## src/rtl/json_scan_ctrl.sv

```systemverilog
// rtl/json_scan_ctrl.sv - streaming JSON structural scanner with a container stack and error flagging
// Define JSON_SCAN_POS_EN to report byte offsets on evt_pos; otherwise evt_pos is tied to 0.
module json_scan_ctrl #(
   parameter int MAX_DEPTH = 16,
   parameter int DEPTH_W   = $clog2(MAX_DEPTH + 1),
   parameter int POS_W     = 32
) (
   input  logic               clk,
   input  logic               rst,
   input  logic               in_valid,
   output logic               in_ready,
   input  logic [7:0]         in_data,
   input  logic               in_last,
   output logic               evt_valid,
   input  logic               evt_ready,
   output logic [2:0]         evt_kind,
   output logic               evt_last,
   output logic [DEPTH_W-1:0] evt_depth,
   output logic [2:0]         evt_err,
   output logic [POS_W-1:0]   evt_pos
);

   typedef enum logic [2:0] {
      S_VALUE    = 3'd0,
      S_STRING   = 3'd1,
      S_ESCAPE   = 3'd2,
      S_TOP_DONE = 3'd3,
      S_ERROR    = 3'd4
   } state_t;

   localparam logic [2:0] K_OBJ_OPEN  = 3'd0;
   localparam logic [2:0] K_OBJ_CLOSE = 3'd1;
   localparam logic [2:0] K_ARR_OPEN  = 3'd2;
   localparam logic [2:0] K_ARR_CLOSE = 3'd3;
   localparam logic [2:0] K_STR_OPEN  = 3'd4;
   localparam logic [2:0] K_STR_CLOSE = 3'd5;
   localparam logic [2:0] K_DOC_END   = 3'd6;
   localparam logic [2:0] K_ERROR     = 3'd7;

   localparam logic [2:0] E_NONE     = 3'd0;
   localparam logic [2:0] E_TOKEN    = 3'd1;
   localparam logic [2:0] E_DEPTH    = 3'd2;
   localparam logic [2:0] E_EOF_STR  = 3'd3;
   localparam logic [2:0] E_EOF_CONT = 3'd4;
   localparam logic [2:0] E_TRAILING = 3'd5;
   localparam logic [2:0] E_CTRL     = 3'd6;

   localparam logic [DEPTH_W-1:0]   D_ONE   = 1;
   localparam logic [DEPTH_W-1:0]   D_MAX   = DEPTH_W'(MAX_DEPTH);
   localparam logic [MAX_DEPTH-1:0] STK_ONE = 1;

   state_t               state, state_nxt;
   logic [DEPTH_W-1:0]   depth, depth_nxt;
   logic [MAX_DEPTH-1:0] stack, stack_nxt;
   logic                 accept;
   logic                 ev_gen;
   logic [2:0]           ev_kind;
   logic [2:0]           ev_err;
   logic                 is_open, is_close, is_arr, is_quote, is_bslash, is_ws, is_ctrl;
   logic                 top_is_arr;

   assign accept    = in_valid && in_ready;
   assign is_open   = (in_data == 8'h7B) || (in_data == 8'h5B);
   assign is_close  = (in_data == 8'h7D) || (in_data == 8'h5D);
   assign is_arr    = (in_data == 8'h5B) || (in_data == 8'h5D);
   assign is_quote  = (in_data == 8'h22);
   assign is_bslash = (in_data == 8'h5C);
   assign is_ctrl   = (in_data < 8'h20);
   assign is_ws     = (in_data == 8'h20) || (in_data == 8'h09) ||
                      (in_data == 8'h0A) || (in_data == 8'h0D);

   // Stack bit (depth-1) holds the innermost container type; only meaningful when depth != 0.
   assign top_is_arr = |(stack & (STK_ONE << (depth - D_ONE)));

   always_ff @(posedge clk) begin
      if (rst) begin
         state <= S_VALUE;
         depth <= '0;
         stack <= '0;
      end else if (accept) begin
         state <= state_nxt;
         depth <= depth_nxt;
         stack <= stack_nxt;
      end
   end

   always_comb begin
      state_nxt = state;
      depth_nxt = depth;
      stack_nxt = stack;
      ev_gen    = 1'b0;
      ev_kind   = K_DOC_END;
      ev_err    = E_NONE;

      case (state)
         S_VALUE: begin
            if (is_open) begin
               if (depth == D_MAX) begin
                  ev_err = E_DEPTH;
               end else begin
                  stack_nxt = is_arr ? (stack | (STK_ONE << depth)) : (stack & ~(STK_ONE << depth));
                  depth_nxt = depth + D_ONE;
                  ev_gen    = 1'b1;
                  ev_kind   = is_arr ? K_ARR_OPEN : K_OBJ_OPEN;
               end
            end else if (is_close) begin
               if ((depth == '0) || (top_is_arr != is_arr)) begin
                  ev_err = E_TOKEN;
               end else begin
                  depth_nxt = depth - D_ONE;
                  ev_gen    = 1'b1;
                  ev_kind   = is_arr ? K_ARR_CLOSE : K_OBJ_CLOSE;
                  if (depth == D_ONE) state_nxt = S_TOP_DONE;
               end
            end else if (is_quote) begin
               ev_gen    = 1'b1;
               ev_kind   = K_STR_OPEN;
               state_nxt = S_STRING;
            end
         end
         S_STRING: begin
            if (is_bslash) begin
               state_nxt = S_ESCAPE;
            end else if (is_quote) begin
               ev_gen    = 1'b1;
               ev_kind   = K_STR_CLOSE;
               state_nxt = (depth == '0) ? S_TOP_DONE : S_VALUE;
            end else if (is_ctrl) begin
               ev_err = E_CTRL;
            end
         end
         S_ESCAPE: state_nxt = S_STRING;
         S_TOP_DONE: begin
            if (!is_ws) ev_err = E_TRAILING;
         end
         default: ;
      endcase

      // End of document is judged on the state the byte leaves behind.
      if ((ev_err == E_NONE) && in_last) begin
         if ((state_nxt == S_STRING) || (state_nxt == S_ESCAPE)) begin
            ev_err = E_EOF_STR;
         end else if (depth_nxt != '0) begin
            ev_err = E_EOF_CONT;
         end else begin
            if (!ev_gen) begin
               ev_gen  = 1'b1;
               ev_kind = K_DOC_END;
            end
            state_nxt = S_VALUE;
            depth_nxt = '0;
            stack_nxt = '0;
         end
      end

      if (ev_err != E_NONE) begin
         ev_gen    = 1'b1;
         ev_kind   = K_ERROR;
         state_nxt = S_ERROR;
         depth_nxt = depth;
         stack_nxt = stack;
      end
   end

   always_comb begin
      in_ready = (state != S_ERROR) && (!evt_valid || evt_ready);
   end

   // An error event reports the pre-byte depth, which depth_nxt carries on that path.
   always_ff @(posedge clk) begin
      if (rst) begin
         evt_valid <= 1'b0;
         evt_kind  <= 3'd0;
         evt_last  <= 1'b0;
         evt_depth <= '0;
         evt_err   <= 3'd0;
      end else if (accept && ev_gen) begin
         evt_valid <= 1'b1;
         evt_kind  <= ev_kind;
         evt_last  <= in_last;
         evt_depth <= depth_nxt;
         evt_err   <= ev_err;
      end else if (evt_ready) begin
         evt_valid <= 1'b0;
      end
   end

`ifdef JSON_SCAN_POS_EN
   logic [POS_W-1:0] pos;
   logic [POS_W-1:0] evt_pos_r;

   always_ff @(posedge clk) begin
      if (rst) begin
         pos       <= '0;
         evt_pos_r <= '0;
      end else if (accept) begin
         if (in_last) pos <= '0;
         else if (pos != '1) pos <= pos + POS_W'(1);
         if (ev_gen) evt_pos_r <= pos;
      end
   end

   assign evt_pos = evt_pos_r;
`else
   assign evt_pos = '0;
`endif

endmodule

```

## config.mk

```make
export PLATFORM = sky130hd
export DESIGN_NAME = json_scan_ctrl
export DESIGN_NICKNAME = d
export VERILOG_FILES = /design/src/rtl/json_scan_ctrl.sv
export SDC_FILE = /design/constraint.sdc
export NUM_CORES = 1
export LEC_CHECK = 0
export ABC_AREA = 0
export BUFFER_PORTS_ARGS = -buffer_cell sky130_fd_sc_hd__buf_4
export CORE_UTILIZATION = 35
export CTS_BUF_LIST = sky130_fd_sc_hd__clkbuf_8
export DETAILED_ROUTE_END_ITERATION = 7
export PLACE_DENSITY_LB_ADDON = 0.05
export SLEW_MARGIN = 25
export SYNTH_ARGS = -nofsm -noshare
export SYNTH_HDL_FRONTEND = slang
export SYNTH_SLANG_ARGS = --single-unit
```

## constraint.sdc

```tcl
create_clock -name clk -period 7.9 [get_ports clk]
set_input_delay 2.37 -clock clk [delete_from_list [all_inputs] [get_ports clk]]
set_output_delay 2.37 -clock clk [all_outputs]
set_load 0.005 [all_outputs]
```

**Word level (Yosys, flattened, before mapping)**

Index checks and enable logic that the tools add are counted.

- Bits of input ports: 13
- Word-level logic and storage cells: 128
- Bits in registers: 37

- Reductions and logical operators: 22
- Muxes and demuxes: 69
- Add/sub/neg operators: 2
- Shifts and indexed selects: 2
- Eq/ne operators: 19
- Bitwise operators: 5
- Order comparisons: 1

Operators by type and width:

| kind | count |
|---|---|
| 2-to-1 mux 16 bit | 7 |
| 2-to-1 mux 3 bit | 28 |
| 2-to-1 mux 5 bit | 9 |
| == test 8 x 7 -> 1 bit, second input constant | 5 |
| AND 16 bit | 2 |
| left shift 1 x 5 -> 16 bit, first input constant | 2 |
| == test 8 x 4 -> 1 bit, second input constant | 3 |
| case mux 3 bit (3 select lines) | 2 |
| == test 8 x 6 -> 1 bit, second input constant | 2 |
| NOT 16 bit | 1 |
| bitwise OR 16 bit | 1 |
| OR reduction 16 bit | 1 |
| 2-to-1 mux 1 bit | 14 |
| 2-to-1 mux 2 bit | 7 |
| == test 3 x 2 -> 1 bit, second input constant | 3 |
| logical OR 1 bit | 9 |
| < comparator 8 x 6 -> 1 bit, second input constant | 1 |
| == test 3 x 1 -> 1 bit, second input constant | 2 |
| zero test 3 bit | 2 |
| case mux 3 bit (2 select lines) | 1 |
| adder 5 x 1 -> 5 bit, second input constant | 1 |
| == test 5 x 1 -> 1 bit, second input constant | 1 |
| == test 5 bit, second input constant | 1 |
| zero test 5 bit | 1 |
| 11 further kinds | 14 |

**Logic depth before layout (Yosys ltp)**

Gate-level depths: netlist of the first run.

- Depth in word-level cells: 18
- Mapped depth: 16
- Mapped depth without buffers: 13

**Least setup slack after synthesis of the first run**

OpenSTA, ideal clock, no wires.

- Path type: input -> output
- Start point: in evt_ready
- End point: out in_ready
- Path slack: 2933 ps
- Cell stages on the path: 2
- Path buffers: 0
- Arrival: 2597 ps
- Cells stage by stage: nor2b_1 > a21oi_1

- Word-level cells in the longest chain between the ends: 2

Ends and longest elaborated chain:

| what | RTL line | RTL |
|---|---|---|
| from (decl) | 15 | `input logic evt_ready,` |
| logical OR 1 bit | 166 | `in_ready = (state != S_ERROR) && (!evt_valid \|\| evt_ready);` |
| logical AND 1 bit | 166 |  |
| to (decl) | 11 | `output logic in_ready,` |

Every way passes these cells.

**Final worst setup path of the first run**

- Start point: in in_data[1]
- End point: reg stack[4]

- Word-level cells in the longest chain between the ends: 15
- Elaborated cells between the ends (all ways): 57

Ends and longest elaborated chain:

| what | RTL line | RTL |
|---|---|---|
| from (decl) | 12 | `input logic [7:0] in_data,` |
| == test 8 x 7 -> 1 bit, on equally long branches | 63, 65, 64 |  |
| logical OR 1 bit | 65 | `assign is_arr = (in_data == 8'h5B) \|\| (in_data == 8'h5D);` |
| != test 1 bit | 107 | `if ((depth == '0) \|\| (top_is_arr != is_arr)) begin` |
| logical OR 1 bit | 107 |  |
| 2-to-1 mux 3 bit / 2-to-1 mux 5 bit (equally long branches) | 107 |  |
| 2-to-1 mux 3 bit / 2-to-1 mux 5 bit (equally long branches) | 106 | `end else if (is_close) begin` |
| 2-to-1 mux 3 bit / 2-to-1 mux 5 bit (equally long branches) | 97 | `if (is_open) begin` |
| case mux 3 bit (3 select lines) / 2-to-1 mux 5 bit (equally long branches) | 95 | `case (state)` |
| == test 3 x 1 -> 1 bit, or another cell as far along | 141 | `if ((state_nxt == S_STRING) \|\| (state_nxt == S_ESCAPE)) begin` |
| logical OR 1 bit / 2-to-1 mux 3 bit (equally long branches) | 141, 143 |  |
| 2-to-1 mux 3 bit | 141 |  |
| 2-to-1 mux 3 bit | 140 | `if ((ev_err == E_NONE) && in_last) begin` |
| nonzero test 3 bit | 156 | `if (ev_err != E_NONE) begin` |
| NOT 1 bit (no source line) | - |  |
| AND reduction 2 bit (no source line) | - |  |
| to (signal assigned) | 83 | `stack <= stack_nxt;` |
| to (decl) | 54 | `logic [MAX_DEPTH-1:0] stack, stack_nxt;` |

Parallel ways exist; a longest one is shown, timed or not.
A chain may end at the register's enable or synchronous reset.

==> results.json, run 1 <==
{
  "antenna_found_initial": 0,
  "cts_resized": 0,
  "cts_buffer_depth": 2,
  "io-pin-count": 59,
  "first_pass_iters": 5,
  "start_util_pct": 36.9,
  "h-tree-depth": 2,
  "fin_tns_setup_ns": 0,
  "maxCapViolCount": 0,
  "path_clk_slew_ns": 0.07,
  "grt_overflow": 0,
  "cpPeakStageDelay_ns": 0.86,
  "end_kind": "flip-flop",
  "clock-root-buffer": "clkbuf_8",
  "ys_seq_area_share_pct": 24.0,
  "leakage_nw": 1.25,
  "synth_enable_flop_cells": 0,
  "rsz0062_at_grt": "no",
  "worst_hold_path_type": "flip-flop to flip-flop",
  "regArea_um2": 741,
  "grt_usage_pct": 20.5,
  "worstPathMaxFanout": 18,
  "syn_inst": 418,
  "finalHoldViolations": 0,
  "cts_sinks": 37,
  "drt_iter0_drc": 166,
  "syn_avg_cell_area_um2": 7.40,
  "async_flop_share_pct": 0,
  "die_width_um": 96.0,
  "worst-setup-path-type": "input port to flip-flop",
  "hpwl_um": 6720,
  "ys_ff_latch": 37,
  "via_count": 2974,
  "ant_nets": 0,
  "period_share_pct": 70.8,
  "synth_cell_types": 70,
  "status": "finished clean",
  "synthMostInstantiatedCell": "nand2_1",
  "drive_above_1_share_pct": 12.2,
  "core-area_um2": 8380,
  "skew_ns": 0.00484,
  "maxSlewViolCount": 0,
  "fmax_mhz": 179,
  "cts_tree": "done",
  "synth_ff_type": "dfxtp_1",
  "syn_to_final_growth_pct": 6.76,
  "wl_per_cell_um": 17.1,
  "synth_area_um2": 3090,
  "antenna_cells": 0,
  "cts_buffers": 5,
  "synth_top_area_share_pct": 24.0,
  "worst-path-buf-inv": 1,
  "postCtsSetupRepairBufs": 0,
  "yosys-top-cells-area": "dfxtp_1, buf_4, nand2_1",
  "yosys.area.top_type": "dfxtp_1",
  "setup_viol": 0,
  "netlist_top_cells_count": "nand2_1, dfxtp_1, nor2_1, buf_4, a21oi_1",
  "start_kind": "input port",
  "yosys_warnings": 0,
  "numPortBuffers": 26,
  "fin_nets": 447,
  "cp_cell_sequence": "buf_4 > nand2b_1 > nor4b_1 > nand4_1 > a31o_1 > a31oi_1 > o41ai_2 > nor4_4 > nor2_1 > nand3_1 > o21ai_1",
  "cts_hold_buffers": 0,
  "rows": 33,
  "die_h_um": 96.0,
  "power.density_nw_per_um2": 301,
  "clk_latency_ns": 0.29,
  "wl_um": 9120,
  "fin_crit_ns": 5.59,
  "drc": 0,
  "die-area_um2": 9210,
  "peakVddDrop_v": 0.000110,
  "grt_first_pass_wirelength_um": 14400,
  "cpLargestDelayFamily": "simple AND/OR/NAND/NOR gates",
  "grt_pass1_vias": 2738,
  "stdcell_count": 532,
  "fill_cells": 911,
  "grt_start_max_net_pins": 39,
  "placed_cells": 524,
  "gp_congestion": 0.831,
  "multi_input_area_um2": 2080,
  "slew_headroom_pct": 33.0,
  "tightest_slew_ns": 0.997,
  "viasPerCell": 5.59,
  "critPathSlowestCell": "nor4_4",
  "cp.arrival_ns": 5.78,
  "cp.required_ns": 8.08
}
-- cell type report --
type                       instances  share of cell area (%)
multi-input combinational        347                    63.0
sequential                        37                    22.4
timing repair buffer              27                    6.14
tap                              105                    3.98
clock buffer                       6                    2.50
clock inverter                     2                    1.02
inverter                           8                   0.910
-- worst paths after layout --
| check | start | end | slack (ns) | cells past startpoint |
|---|---|---|---|---|
| worst max register to register | depth[0] | stack[4] | 2.80 | 13 |
| worst max-delay path | in_data[1] | stack[4] | 2.31 | 11 |
| worst min register to register | evt_depth[2] | evt_depth[2] | 0.45 | 2 |
| worst min-delay path | evt_depth[2] | evt_depth[2] | 0.45 | 2 |
-- power by group --
part | leakage, nW | switching, mW | internal (mW) | total (mW)
logic | 0.886 | 0.382 | 0.199 | 0.581
registers | 0.301 | 0.0341 | 0.208 | 0.243
clock network | 0.0626 | 0.0695 | 0.102 | 0.171
total | 1.25 | 0.486 | 0.509 | 0.995
-- worst min-delay path, stage by stage, from the launching register on --
cell,delay [ns]
dfxtp_1,0.31
nand2_1,0.05
a21oi_1,0.05
-- sequential cells by signal, indices dropped and copies added (netlist names) --
register,cells
depth,5
evt_last,1
stack,16
evt_err,3
evt_depth,5
state,3
evt_valid,1
evt_kind,3
-- cell usage in the layout, fill, tap and decap left out, types with 3 or more instances in the layout --
master / n
a211oi_1: 6
nand2_1: 42
xnor2_1: 6
nand3_1: 15
a31oi_1: 11
nor2_1: 35
o22ai_1: 4
clkbuf_8: 6
nor3_2: 3
and2_1: 4
buf_4: 27
nand4_1: 5
a22oi_1: 6
nor3_1: 17
o21ai_0: 18
ha_1: 8
inv_1: 9
and3_1: 6
conb_1: 32
nor2b_1: 15
nand2b_1: 7
a21oi_1: 31
dfxtp_1: 37
o21a_1: 3
o211ai_1: 7
o21ai_1: 18
-- layer usage --
layer	vias up	GRT usage (%)	part of all wire (%)
met5	-	0	0
met3	13	3.00	3.6
met1	1417	26.6	47
li1	1465	-	-
met2	79	34.9	47
met4	0	5.97	1.6
-- per-stage QoR --
stage                     hold WS (ns)  total power, mW  setup WS [ns]  utilization (%)  cell area [µm²]
after floorplan                  0.436            0.700           2.93                -             3210
after global placement           0.446            0.826           1.92             37.9             3180
after detailed placement         0.451            0.821           2.03             38.0             3180
after CTS                        0.460            0.997           2.33             39.4             3300
after global routing             0.479             1.07           2.05             39.4             3300
final                            0.455            0.995           2.31             39.4             3300
-- cells by family (layout without fill, tap and decap cells) --
kind of cell	count (synthesis)	count (layout)	share of synthesized area [%]
mux	2	2	0.648
other cells	1	32	0.121
xor+xnor	9	9	2.79
compound gates	128	128	27.5
flops	37	37	24.0
simple gates	168	168	29.0
fa+ha+maj	8	8	3.24
buf+inv	65	43	12.7
No activity file was read; power rests on OpenSTA's default activity.
==> inputs of run 2 (changes only) <==
--- a/config.mk
+++ b/config.mk
@@ -5,7 +5,7 @@
 export SDC_FILE = /design/constraint.sdc
 export NUM_CORES = 1
 export LEC_CHECK = 0
-export ABC_AREA = 0
+export ABC_AREA = 1
 export BUFFER_PORTS_ARGS = -buffer_cell sky130_fd_sc_hd__buf_4
 export CORE_UTILIZATION = 35
 export CTS_BUF_LIST = sky130_fd_sc_hd__clkbuf_8
==> constraint.sdc (replaced) <==
create_clock -name clk -period 5.25 [get_ports clk]
set_input_delay 1.575 -clock clk [delete_from_list [all_inputs] [get_ports clk]]
set_output_delay 1.575 -clock clk [all_outputs]
set_load 0.005 [all_outputs]
==> results.json, run 2 <==
{
  "r2r_start": "depth[1]",
  "wl_met3_um": 368,
  "grt_pass1_vias": 3000,
  "numPortBuffers": 26,
  "power_frac_seq_pct": 21.7,
  "hpwl_um": 7000,
  "reg_top3": "stack x16, depth x5, evt_depth x5",
  "viasPerCell": 4.76,
  "met1_length_um": 4500,
  "fmax_mhz": 221,
  "h-tree-depth": 2,
  "netlist_top_cells_count": "nand2_1, nor2_1, inv_1, dfxtp_1, nand3_1",
  "synth_area_um2": 3400,
  "clk_latency_ns": 0.30,
  "async_flop_share_pct": 0,
  "synth_cell_types": 40,
  "via_count": 3156,
  "wl_per_cell_um": 14.0,
  "final_common_cell": "nand2_1",
  "period_share_pct": 86.3,
  "ys_seq_area_share_pct": 21.8,
  "grt_first_pass_wirelength_um": 15300,
  "wl_um": 9250,
  "synth_enable_flop_cells": 0,
  "grt_overflow": 0,
  "synthMostInstantiatedCell": "nand2_1",
  "yosys-top-cells-area": "dfxtp_1, nand2_1, buf_4",
  "syn_inst": 513,
  "ys_ff_latch": 37,
  "cp_cell_sequence": "buf_4 > nand3_1 > nor2_2 > o21ai_2 > inv_1 > a21oi_4 > nand4_1 > nand2_1 > nand2_1 > nand2_1 > nand2_2 > a21oi_4 > nand2_4 > nand3_4 > nor2_4 > nor2_8 > nand2_1 > nand2_1 > nor2_1",
  "fin_nets": 554,
  "syn_to_final_growth_pct": 6.33,
  "crit_path_end": "evt_last",
  "final_cell_mix": "nand2_1, nor2_1, inv_1",
  "cpLargestDelayFamily": "simple AND/OR/NAND/NOR gates",
  "cp.required_ns": 5.44,
  "die_h_um": 101,
  "synth_top_family_by_area": "simple AND/OR/NAND/NOR gates",
  "first_pass_iters": 4,
  "cts_tree": "done",
  "internal-power_mw": 1.07,
  "tightest_slew_ns": 0.604,
  "cts_sinks": 37,
  "worst-setup-path-type": "input port to flip-flop",
  "start_util_pct": 36.4,
  "wl_met2_um": 4300,
  "cpPeakStageDelay_ns": 0.47,
  "cts_hold_buffers": 0,
  "leakage_nw": 1.70,
  "postCtsSetupRepairBufs": 0,
  "ant_nets": 0,
  "synth_ff_type": "dfxtp_1",
  "worst_hold_path_type": "flip-flop to flip-flop",
  "highest_layer": "met4",
  "crit_top_cell": "nand2_1",
  "die-area_um2": 10100,
  "gp_congestion": 0.873,
  "r2r_cells": 22,
  "maxSlewViolCount": 0,
  "io-pin-count": 59,
  "end_kind": "flip-flop",
  "startpoint": "in_data[4]",
  "cts_resized": 0,
  "antenna_cells": 0,
  "synth_fa_ha_area_share_pct": 2.94,
  "finalHoldViolations": 0,
  "synth-xor-area-share_pct": 0.773,
  "rows": 35,
  "fin_tns_setup_ns": 0,
  "grt_start_max_net_pins": 32,
  "grt_usage_pct": 19.6,
  "fin_hold_ws_ns": 0.490,
  "yosys_warnings": 0,
  "cp.arrival_ns": 4.73,
  "peakVddDrop_v": 0.000190,
  "synth-compound-area-share_pct": 14.9,
  "swShare_pct": 57.2,
  "layout.core_utilization_pct": 38.8,
  "die_width_um": 101,
  "maxCapViolCount": 0,
  "start_kind": "input port",
  "antenna_found_initial": 0,
  "largest_register": "stack",
  "core-area_um2": 9330,
  "yosys.area.top_type": "dfxtp_1",
  "status": "finished clean",
  "setup_viol": 0,
  "drive_above_1_share_pct": 21.2,
  "drc": 0,
  "clock-root-buffer": "clkbuf_8",
  "worst-path-buf-inv": 2,
  "reg2reg_to": "evt_last",
  "rsz0062_at_grt": "no",
  "synth_simple_gate_area_share_pct": 41.8,
  "syn_avg_cell_area_um2": 6.63,
  "r2r_slack_ns": 1.45,
  "cp.depth": 19,
  "synth_top_area_share_pct": 21.8,
  "worstPathMaxFanout": 22,
  "switchingPower_mw": 1.43,
  "drt_iter0_drc": 192,
  "path_clk_slew_ns": 0.08,
  "slew_headroom_pct": 59.6,
  "p_clk_share_pct": 8.1,
  "synth.area.mux_share_pct": 0,
  "fin_crit_ns": 4.53,
  "skew_ns": 0.00673,
  "largest_reg_flops": 16,
  "power.density_nw_per_um2": 689,
  "cts_buffer_depth": 2,
  "cts_buffers": 5,
  "critPathSlowestCell": "o21ai_2",
  "combPwrFrac_pct": 70.2
}
## run 2: cell count changes after synthesis, moves of 11 or more
cell     previous run  this run
inv_2               0        11
nand3_1            15        36
nand2_4             0        11
nand2_1            42        80
nor2b_1            15         0
nor2_1             35        61
nand2_2             0        23
inv_1               8        53
nor2_2              0        11
## run 2: through the flow
stage / cell area, µm² / setup slack, ns / total power [mW] / instances
after detailed placement: 3530 / 0.389 / 2.30 / 655
after global routing: 3610 / 0.383 / 2.76 / 663
final: 3610 / 0.718 / 2.49 / 663
after floorplan: 3520 / 1.46 / 1.93 / 544
after CTS: 3610 / 0.701 / 2.52 / 663
after global placement: 3530 / 0.487 / 2.31 / 655
## run 2: worst min path at each step
stage	start	endpoint	cells past startpoint
6_report	evt_kind[1]	evt_kind[1]	2
5_1_grt	evt_last	evt_last	2
4_1_cts	evt_last	evt_last	2
3_5_place_dp	evt_kind[1]	evt_kind[1]	2
3_3_place_gp	evt_kind[1]	evt_kind[1]	2
2_1_floorplan	stack[10]	stack[10]	2
## run 2: worst min-delay path: cells and delay by family, from the launching register on
kind | cells | cell delay (ns)
flops | 1 | 0.34
simple gates | 2 | 0.12
## run 2: cell type report
| cell class | instances | area [µm²] |
|---|---|---|
| Sequential cell | 37 | 741 |
| Timing Repair Buffer | 28 | 210 |
| Clock buffer | 5 | 68.8 |
| Clock inverter | 3 | 13.8 |
| Tap cell | 129 | 161 |
| Multi-Input combinational cell | 396 | 2180 |
| Inverter | 65 | 244 |
| Fill cell | 1069 | 5710 |
## run 2: power by group through the flow
stage,sequential [mW],clock (mW),combinational (mW)
floorplan,0.490,0,1.44
CTS,0.538,0.213,1.76
global placement,0.545,0,1.77
finish,0.540,0.202,1.75
global route,0.559,0.232,1.97
detailed placement,0.543,0,1.76
## run 2: cell families (layout without fill, tap and decap cells)
family | count (synthesis) | count (layout)
AND/OR/NAND/NOR | 265 | 265
flip-flops | 37 | 37
adder cells (fa/ha/maj) | 8 | 8
AO/OA/AOI/OAI | 88 | 88
XOR/XNOR | 3 | 3
other | 1 | 32
buffers and inverters | 111 | 101
## run 2: metal layers
layer  global-route usage (%)  up-vias
li1                         -     1647
met1                     26.7     1418
met2                     32.3       81
met3                     3.05       10
met4                     4.79        0
met5                        0        -
